<file path="config.mk">
export PLATFORM = sky130hd
export DESIGN_NAME = uart_rx
export DESIGN_NICKNAME = d
export VERILOG_FILES = /design/src/rtl/uart_rx.sv
export SDC_FILE = /design/constraint.sdc
export NUM_CORES = 1
export LEC_CHECK = 0
export CORE_MARGIN = 2
export CORE_UTILIZATION = 30
export DETAILED_ROUTE_END_ITERATION = 10
export GPL_TIMING_DRIVEN = 0
export MAX_ROUTING_LAYER = met4
export PLACE_DENSITY = 0.56
export SKIP_LAST_GASP = 1
export SYNTH_ARGS = -nofsm -noshare
export SYNTH_HDL_FRONTEND = slang
export SYNTH_SLANG_ARGS = --single-unit
</file>
<file path="constraint.sdc">
create_clock -name clk -period 2.2 [get_ports clk]
set_input_delay 0.22 -clock clk [delete_from_list [all_inputs] [get_ports clk]]
set_output_delay 0.22 -clock clk [all_outputs]
set_load 0.01 [all_outputs]
</file>
<file path="src/rtl/uart_rx.sv">
// uart_rx: 8N1 serial receiver driven by the shared oversampled baud_tick.
// Synchronizes rx, detects the start-bit falling edge, mid-bit samples
// 8 data bits (LSB first) and the stop bit, and reports the received byte
// with a one-cycle done pulse.
//
// Optional feature macro: UART_RX_PARITY_EN
//   defined   -> start + 8 data + even parity + stop, o_parity_err checked
//   undefined -> start + 8 data + stop, o_parity_err tied to 0
//
// state  | meaning
// -------+----------------------------------------------------------
// IDLE   | line idle, waiting for a falling edge on rx_s
// START  | counting to mid start bit, rejecting glitches
// DATA   | sampling 8 data bits at one-bit intervals, LSB first
// PARITY | sampling the parity bit (only with UART_RX_PARITY_EN)
// STOP   | sampling the stop bit, then publishing byte and flags
module uart_rx #(
  parameter int OVERSAMPLE = 8
) (
  input  logic       clk,
  input  logic       rst,
  input  logic       baud_tick,
  input  logic       rx,
  output logic [7:0] o_rx_data,
  output logic       o_rx_done,
  output logic       o_rx_busy,
  output logic       o_frame_err,
  output logic       o_parity_err
);

  localparam int BW = $clog2(OVERSAMPLE);
  localparam logic [BW-1:0] B_LAST = BW'(OVERSAMPLE - 1);
  localparam logic [BW-1:0] B_HALF = BW'(OVERSAMPLE / 2 - 1);

`ifdef UART_RX_PARITY_EN
  typedef enum logic [2:0] {IDLE, START, DATA, PARITY, STOP} state_t;
`else
  typedef enum logic [1:0] {IDLE, START, DATA, STOP} state_t;
`endif

  state_t          state;
  logic            rx_m;
  logic            rx_s;
  logic            rx_s_d;
  logic [BW-1:0]   b_cnt;
  logic [2:0]      bit_cnt;
  logic [7:0]      shift_reg;
  logic            fall;

`ifdef UART_RX_PARITY_EN
  logic            par_bit;
`endif

  // two-flop synchronizer plus one delay flop for edge detection; idles high
  always_ff @(posedge clk or negedge rst) begin
    if (!rst) begin
      rx_m   <= 1'b1;
      rx_s   <= 1'b1;
      rx_s_d <= 1'b1;
    end else begin
      rx_m   <= rx;
      rx_s   <= rx_m;
      rx_s_d <= rx_s;
    end
  end

  assign fall = rx_s_d & ~rx_s;

  // receive state machine with registered outputs
  always_ff @(posedge clk or negedge rst) begin
    if (!rst) begin
      state       <= IDLE;
      b_cnt       <= '0;
      bit_cnt     <= 3'd0;
      shift_reg   <= 8'h00;
      o_rx_data   <= 8'h00;
      o_rx_done   <= 1'b0;
      o_rx_busy   <= 1'b0;
      o_frame_err <= 1'b0;
`ifdef UART_RX_PARITY_EN
      par_bit      <= 1'b0;
      o_parity_err <= 1'b0;
`endif
    end else begin
      o_rx_done <= 1'b0;
      case (state)
        IDLE: begin
          b_cnt   <= '0;
          bit_cnt <= 3'd0;
          if (fall) begin
            state     <= START;
            o_rx_busy <= 1'b1;
          end
        end

        START: begin
          if (baud_tick) begin
            if (b_cnt == B_HALF) begin
              b_cnt <= '0;
              if (!rx_s) begin
                state <= DATA;
              end else begin
                state     <= IDLE;
                o_rx_busy <= 1'b0;
              end
            end else begin
              b_cnt <= b_cnt + 1'b1;
            end
          end
        end

        DATA: begin
          if (baud_tick) begin
            if (b_cnt == B_LAST) begin
              b_cnt     <= '0;
              shift_reg <= {rx_s, shift_reg[7:1]};
              bit_cnt   <= bit_cnt + 1'b1;
              if (bit_cnt == 3'd7) begin
`ifdef UART_RX_PARITY_EN
                state <= PARITY;
`else
                state <= STOP;
`endif
              end
            end else begin
              b_cnt <= b_cnt + 1'b1;
            end
          end
        end

`ifdef UART_RX_PARITY_EN
        PARITY: begin
          if (baud_tick) begin
            if (b_cnt == B_LAST) begin
              b_cnt   <= '0;
              par_bit <= rx_s;
              state   <= STOP;
            end else begin
              b_cnt <= b_cnt + 1'b1;
            end
          end
        end
`endif

        STOP: begin
          if (baud_tick) begin
            if (b_cnt == B_LAST) begin
              b_cnt       <= '0;
              bit_cnt     <= 3'd0;
              o_rx_data   <= shift_reg;
              o_frame_err <= ~rx_s;
`ifdef UART_RX_PARITY_EN
              o_parity_err <= (^shift_reg) ^ par_bit;
`endif
              o_rx_done   <= 1'b1;
              // an edge detected in this very cycle would be gone by the
              // first IDLE cycle, so it starts the next frame directly
              if (fall) begin
                state     <= START;
                o_rx_busy <= 1'b1;
              end else begin
                state     <= IDLE;
                o_rx_busy <= 1'b0;
              end
            end else begin
              b_cnt <= b_cnt + 1'b1;
            end
          end
        end

        default: begin
          state     <= IDLE;
          o_rx_busy <= 1'b0;
        end
      endcase
    end
  end

`ifndef UART_RX_PARITY_EN
  assign o_parity_err = 1'b0;
`endif

endmodule

</file>
==> out/qor.yml, run 1 <==
p_per_area_nw_per_um2: 1030
path_max_fanout: 6
hold_path_class: "input port to async pin"
drc: 0
dieHeight_um: 73.8
layoutNonFillerInstCount: 219
report.final.setup_viol: 0
clockRootBuffer: "clkbuf_8"
grt_usage: 0.112
violations: "hold timing"
syn_area_um2: 1460
ys_warn_count: 0
slowest_stage: "dfrtp_1"
syn_nets: 146
grt_util_met3: 0.0466
fin_nets: 167
h-tree-depth: 2
dr.pass1.iters: 4
cpPeakStageDelay_ns: 0.42
worstPathRequired_ns: 2.37
routed_wl_um: 2590
clkSinkCount: 30
ioPinCount: 16
ys_types: 31
clk_pin_slew_ns: 0.07
die_x_um: 73.8
tightestPinTransition_ns: 0.670
postCtsSetupBuffers: 0
critPathLaunchType: "register"
vias_per_cell: 4.37
rsz0062_at_grt: "false"
area_growth_syn_to_layout_pct: 24.8
portBuffers: 14
coreArea_um2: 4720
insertion_delay_ns: 0.28
wire_per_inst_um: 11.8
irDropWorstVdd_v: 0.000403
dp_slack_ns: 0.251
min_period_over_period: 0.895
grt.met2_usage: 0.169
skew_ns: 0.00164
num_rows: 25
grt_use_met1: 0.139
ys_seq_elements: 30
post_cts_resized: 0
first_iter_violations: 35
synth_cells: 130
crit_top_cell: "inv_1"
maxCapViolations: 0
place.gp.congestion: 0.862
timing.hold.ws_ns: -0.0276
crit_arrival_ns: 2.14
slew_violations: 0
grt_max_degree: 31
outcome: "complete, but fails checks"
cts_buffers: 5
layout-drive-gt1-share: 0.197
ctsHoldBuffers: 0
crit_type: "register to register"
setup_tns_ns: 0
grt-busiest-layer: "met2"
grt_pass1_vias: 964
total_power_mw: 1.88
placed_cell_area_um2: 1680
critical-path-top-delay-family: "compound AO/OA/AOI/OAI gates"
nFillCells: 472
antenna_found_initial: 0
syn_avg_cell_area_um2: 11.2
p_leak_nw: 0.872
ant_nets: 0
finish.utilization: 0.386
stdcell_area_um2: 1820
fin_crit_ns: 1.97
initial_core_util: 0.309
clock_path_buffers: 2
grt_first_pass_wirelength_um: 4440
vias: 958
fmax_ghz: 0.508
antenna_cells: 0
critPathBufInv: 2
die_area_um2: 5440
cts_tree: "done"
dp_cells: 211
slew_headroom: 0.554
overflow: 0
seq_area_frac_synth: 0.517
worst_slack_ns: 0.231
hold_viol_final: 27
place_hpwl_um: 1800
end_kind: "register"
crit_path_cell_trace: "inv_1 -> ha_1 -> inv_1 -> o21ai_1 -> a221oi_2 -> mux2_2"
[Yosys cell counts, drive strengths merged]
cell     instances  area [um^2]
clkinv           1         3.75
mux2i            3         30.0
o221ai           1         15.0
o21ai            3         15.0
a22o             1         8.76
dfstp            3         78.8
conb             1         3.75
a221oi           1         15.0
ha              12          150
a211oi           1         7.51
dfrtp           27          676
a2111oi          2         42.5
inv             10         37.5
nand2           30          113
nor2b            3         18.8
nor4             1         6.26
a21oi            1         5.00
o31ai            1         7.51
mux2            13          146
nand4            2         12.5
o21bai           1         7.51
clkbuf           1         3.75
nor3             2         10.0
o2bb2ai          1         8.76
buf              2         12.5
nor2             6         25.0
[worst paths after layout]
kind	startpoint	to	slack, ns	cells past startpoint
hold / removal	rst	bit_cnt[2]$_DFFE_PN0P_	-0.03	1
max in group asynchronous	rst	o_rx_data[1]$_DFFE_PN0P_	1.80	1
setup / recovery	state[0]$_DFFE_PN0P_	bit_cnt[0]$_DFFE_PN0P_	0.23	6
setup reg to reg	state[0]$_DFFE_PN0P_	bit_cnt[0]$_DFFE_PN0P_	0.23	6
min in group clk	rx	rx_m$_DFF_PN1_	0.35	1
hold reg to reg	rx_m$_DFF_PN1_	rx_s$_DFF_PN1_	0.36	0
[power breakdown]
part	switching (mW)	total, mW	internal [mW]	leakage (nW)
sequential	0.0434	0.645	0.601	0.402
clock	0.212	0.695	0.483	0.0714
combinational	0.287	0.538	0.251	0.399
total	0.542	1.88	1.33	0.872
[placed cells by master (no fill, tap or decap), types with 3 or more instances in the layout]
cell type        count
clkbuf_8             6
clkdlybuf4s50_1     13
dfrtp_1             27
dfstp_2              3
ha_1                12
inv_1               10
mux2_2              11
mux2i_1              3
nand2_1             30
nor2_1               5
nor2b_1              3
[layout make-up]
type                    instances  area [um^2]  share of cell area
clock buffers                   6         82.6              0.0453
well taps                      67         83.8              0.0460
inverters                      11         41.3              0.0227
plain buffers                   3         16.3             0.00893
multi-input cells              86          648               0.356
repair buffers                 14          135              0.0742
clock inverters                 2         60.1              0.0330
flip-flops and latches         30          754               0.414
[logic make-up (layout without fill, tap and decap cells)]
family                     count (synthesis)  count (layout)  share of synthesized area
muxes                                     16              16                      0.121
and+or+nand+nor                           44              44                      0.127
AOI/OAI and AO/OA                         13              13                     0.0908
DFF                                       30              30                      0.517
buffers and inverters                     14              36                     0.0394
other                                      1               1                    0.00257
adders and majority gates                 12              12                      0.103
[worst register-to-register path, delay by kind of cell, from the launching register on]
kind | cells | cell delay, ns
AOI/OAI and AO/OA | 2 | 0.50
DFF | 1 | 0.42
muxes | 1 | 0.38
adders and majority gates | 1 | 0.33
buffers and inverters | 2 | 0.24
[per-layer routing]
metal | vias to the layer above | part of all wire
met2 | 20 | 0.47
met1 | 458 | 0.47
met5 | - | 0
met4 | 0 | 0.010
li1 | 475 | -
met3 | 5 | 0.047
(Power assumes the default switching activity.)
==> run 2, diff against run 1 <==
--- a/config.mk
+++ b/config.mk
@@ -5,7 +5,6 @@
 export SDC_FILE = /design/constraint.sdc
 export NUM_CORES = 1
 export LEC_CHECK = 0
-export CORE_MARGIN = 2
 export CORE_UTILIZATION = 30
 export DETAILED_ROUTE_END_ITERATION = 10
 export GPL_TIMING_DRIVEN = 0
@@ -15,3 +14,4 @@
 export SYNTH_ARGS = -nofsm -noshare
 export SYNTH_HDL_FRONTEND = slang
 export SYNTH_SLANG_ARGS = --single-unit
+export TNS_END_PERCENT = 30
==> out/qor.yml, run 2 (synthesis gave the netlist of run 1 again) <==
die_area_um2: 5150  # -5.3%
dr.pass1.iters: 4  # unchanged
place.gp.congestion: 0.939  # +8.9%
end_kind: "register"
ioPinCount: 16  # unchanged
p_int_mw: 1.10  # -17%
setup_tns_ns: 0  # unchanged
rsz0062_at_grt: "false"
irDropWorstVdd_v: 0.000328  # -18%
fmax_ghz: 0.488  # -3.8%
antenna_found_initial: 0  # unchanged
report.final.setup_viol: 0  # unchanged
critPathLaunchType: "register"
crit_type: "register to register"
timing.hold.ws_ns: -0.0402  # -0.0127 ns
grt_usage: 0.117  # +0.00516
layout_commonest_cell: "nand2_1"
portBuffers: 14  # unchanged
nFillCells: 454  # -3.8%
ant_nets: 0  # unchanged
grt_max_degree: 31  # unchanged
power.net_switching_uw: 551  # +1.5%
dp_cells: 198  # -6.2%
post_cts_resized: 0  # unchanged
hold_path_class: "input port to async pin"
grt_first_pass_wirelength_um: 4440  # unchanged
fin_crit_ns: 2.05  # +0.0784 ns
first_iter_violations: 23  # -34%
insertion_delay_ns: 0.28  # about the same
antenna_cells: 0  # unchanged
multi_input_area_um2: 648  # unchanged
area_growth_syn_to_layout_pct: 20.4
coreArea_um2: 4690  # -0.66%
place_hpwl_um: 1840  # +2.1%
hold_viol_final: 27  # unchanged
slew_headroom: 0.558  # +0.00418
fin_nets: 167  # unchanged
slew_violations: 0  # unchanged
cts_tree: "done"
routed_wl_um: 2610  # +0.81%
r2r_slack_ns: 0.15  # -0.08 ns
worstPathRequired_ns: 2.41  # +0.04 ns
clock_path_buffers: 2  # unchanged
violations: "hold timing"
overflow: 0  # unchanged
vias_per_cell: 4.64  # +6.0%
reg2reg_depth: 6  # unchanged
power.share.sequential: 0.391  # +0.048
outcome: "complete, but fails checks"
maxCapViolations: 0  # unchanged
initial_core_util: 0.311  # +0.00206
min_period_over_period: 0.931  # +0.0356
rr_endpoint: "b_cnt[0]$_DFFE_PN0P_"
switching_share: 0.333  # +0.0441
vias: 955  # -0.31%
clkSinkCount: 30  # unchanged
clockPowerShare: 0.282  # -0.088
drc: 0  # unchanged
ctsHoldBuffers: 0  # unchanged
p_leak_nw: 0.848  # -2.8%
die_x_um: 71.8  # -2.7%
combinationalPowerShare: 0.327  # +0.041
skew_ns: 0.00581  # +0.00417 ns
p_per_area_nw_per_um2: 941  # -8.7%
postCtsSetupBuffers: 0  # unchanged
wire_per_inst_um: 12.7  # +7.2%
final-seq-area_um2: 754  # unchanged
finish.utilization: 0.375  # -0.0110
dieHeight_um: 71.8  # -2.7%
layout-drive-gt1-share: 0.197  # unchanged
tightestPinTransition_ns: 0.663  # -0.00627 ns
clk_pin_slew_ns: 0.07  # about the same
crit_arrival_ns: 2.26  # +0.12 ns
layout_common_cells: "nand2_1 (30), dfrtp_1 (27), clkdlybuf4s50_1 (13)"
h-tree-depth: 2  # unchanged
clockRootBuffer: "clkbuf_8"
grt_pass1_vias: 947  # -1.8%
path_max_fanout: 6  # unchanged
num_rows: 25  # unchanged
cts_buffers: 5  # unchanged
r2r_start: "state[0]$_DFFE_PN0P_"
layoutNonFillerInstCount: 206  # -5.9%
[run 2: changes by cell type in the layout (fill, tap and decap cells not counted)]
cell        change
bufinv_16       -2
clkinv_2        +1
clkinvlp_4      +1
[run 2: metal layers]
| metal | part of all wire | GRT usage | vias to the layer above |
|---|---|---|---|
| li1 | - | - | 474 |
| met1 | 0.46 | 0.148 | 452 |
| met2 | 0.47 | 0.169 | 23 |
| met3 | 0.050 | 0.0478 | 6 |
| met4 | 0.014 | 0.0436 | 0 |
| met5 | 0 | - | - |
[run 2: worst max-delay path, stage by stage (launching register included)]
cell,delay (ns)
dfrtp_1,0.44
inv_1,0.17
ha_1,0.36
nor2_2,0.08
mux2_2,0.27
a2111oi_2,0.43
mux2_1,0.22
[run 2: power groups by stage]
stage | combinational, mW | clock [mW] | sequential, mW
CTS | 0.542 | 0.486 | 0.649
detailed placement | 0.540 | 0 | 0.658
global placement | 0.526 | 0 | 0.654
floorplan | 0.420 | 0 | 0.651
global route | 0.601 | 0.507 | 0.656
finish | 0.541 | 0.466 | 0.647
[run 2: worst max-delay path by stage]
| stage | cells past startpoint | endpoint | slack [ns] | startpoint |
|---|---|---|---|---|
| 3_3_place_gp | 5 | register | 0.21 | baud_tick |
| 6_report | 6 | b_cnt[0]$_DFFE_PN0P_ | 0.15 | state[0]$_DFFE_PN0P_ |
| 3_5_place_dp | 6 | b_cnt[0]$_DFFE_PN0P_ | 0.20 | state[0]$_DFFE_PN0P_ |
| 5_1_grt | 6 | bit_cnt[0]$_DFFE_PN0P_ | 0.04 | state[0]$_DFFE_PN0P_ |
| 4_1_cts | 6 | b_cnt[0]$_DFFE_PN0P_ | 0.17 | state[0]$_DFFE_PN0P_ |
| 2_1_floorplan | 6 | o_rx_busy$_DFFE_PN0P_ | 0.42 | register |
[run 2: metrics by stage]
| stage | power, mW | setup slack (ns) | hold WS (ns) | instance area (um^2) |
|---|---|---|---|---|
| 6_report | 1.65 | 0.153 | -0.0402 | 1760 |
| 5_1_grt | 1.76 | 0.0423 | 0.0296 | 1760 |
| 4_1_cts | 1.68 | 0.167 | 0.334 | 1760 |
| 3_5_place_dp | 1.20 | 0.201 | 0.348 | 1670 |
| 3_3_place_gp | 1.18 | 0.212 | 0.347 | 1670 |
| 2_1_floorplan | 1.07 | 0.425 | -0.0756 | 1460 |
[run 2: area by class of cell]
type	instances	area share
flip-flops and latches	30	0.429
clock inverters	2	0.00712
multi-input cells	86	0.369
inverters	11	0.0235
well taps	54	0.0384
plain buffers	3	0.00925
repair buffers	14	0.0769
clock buffers	6	0.0470
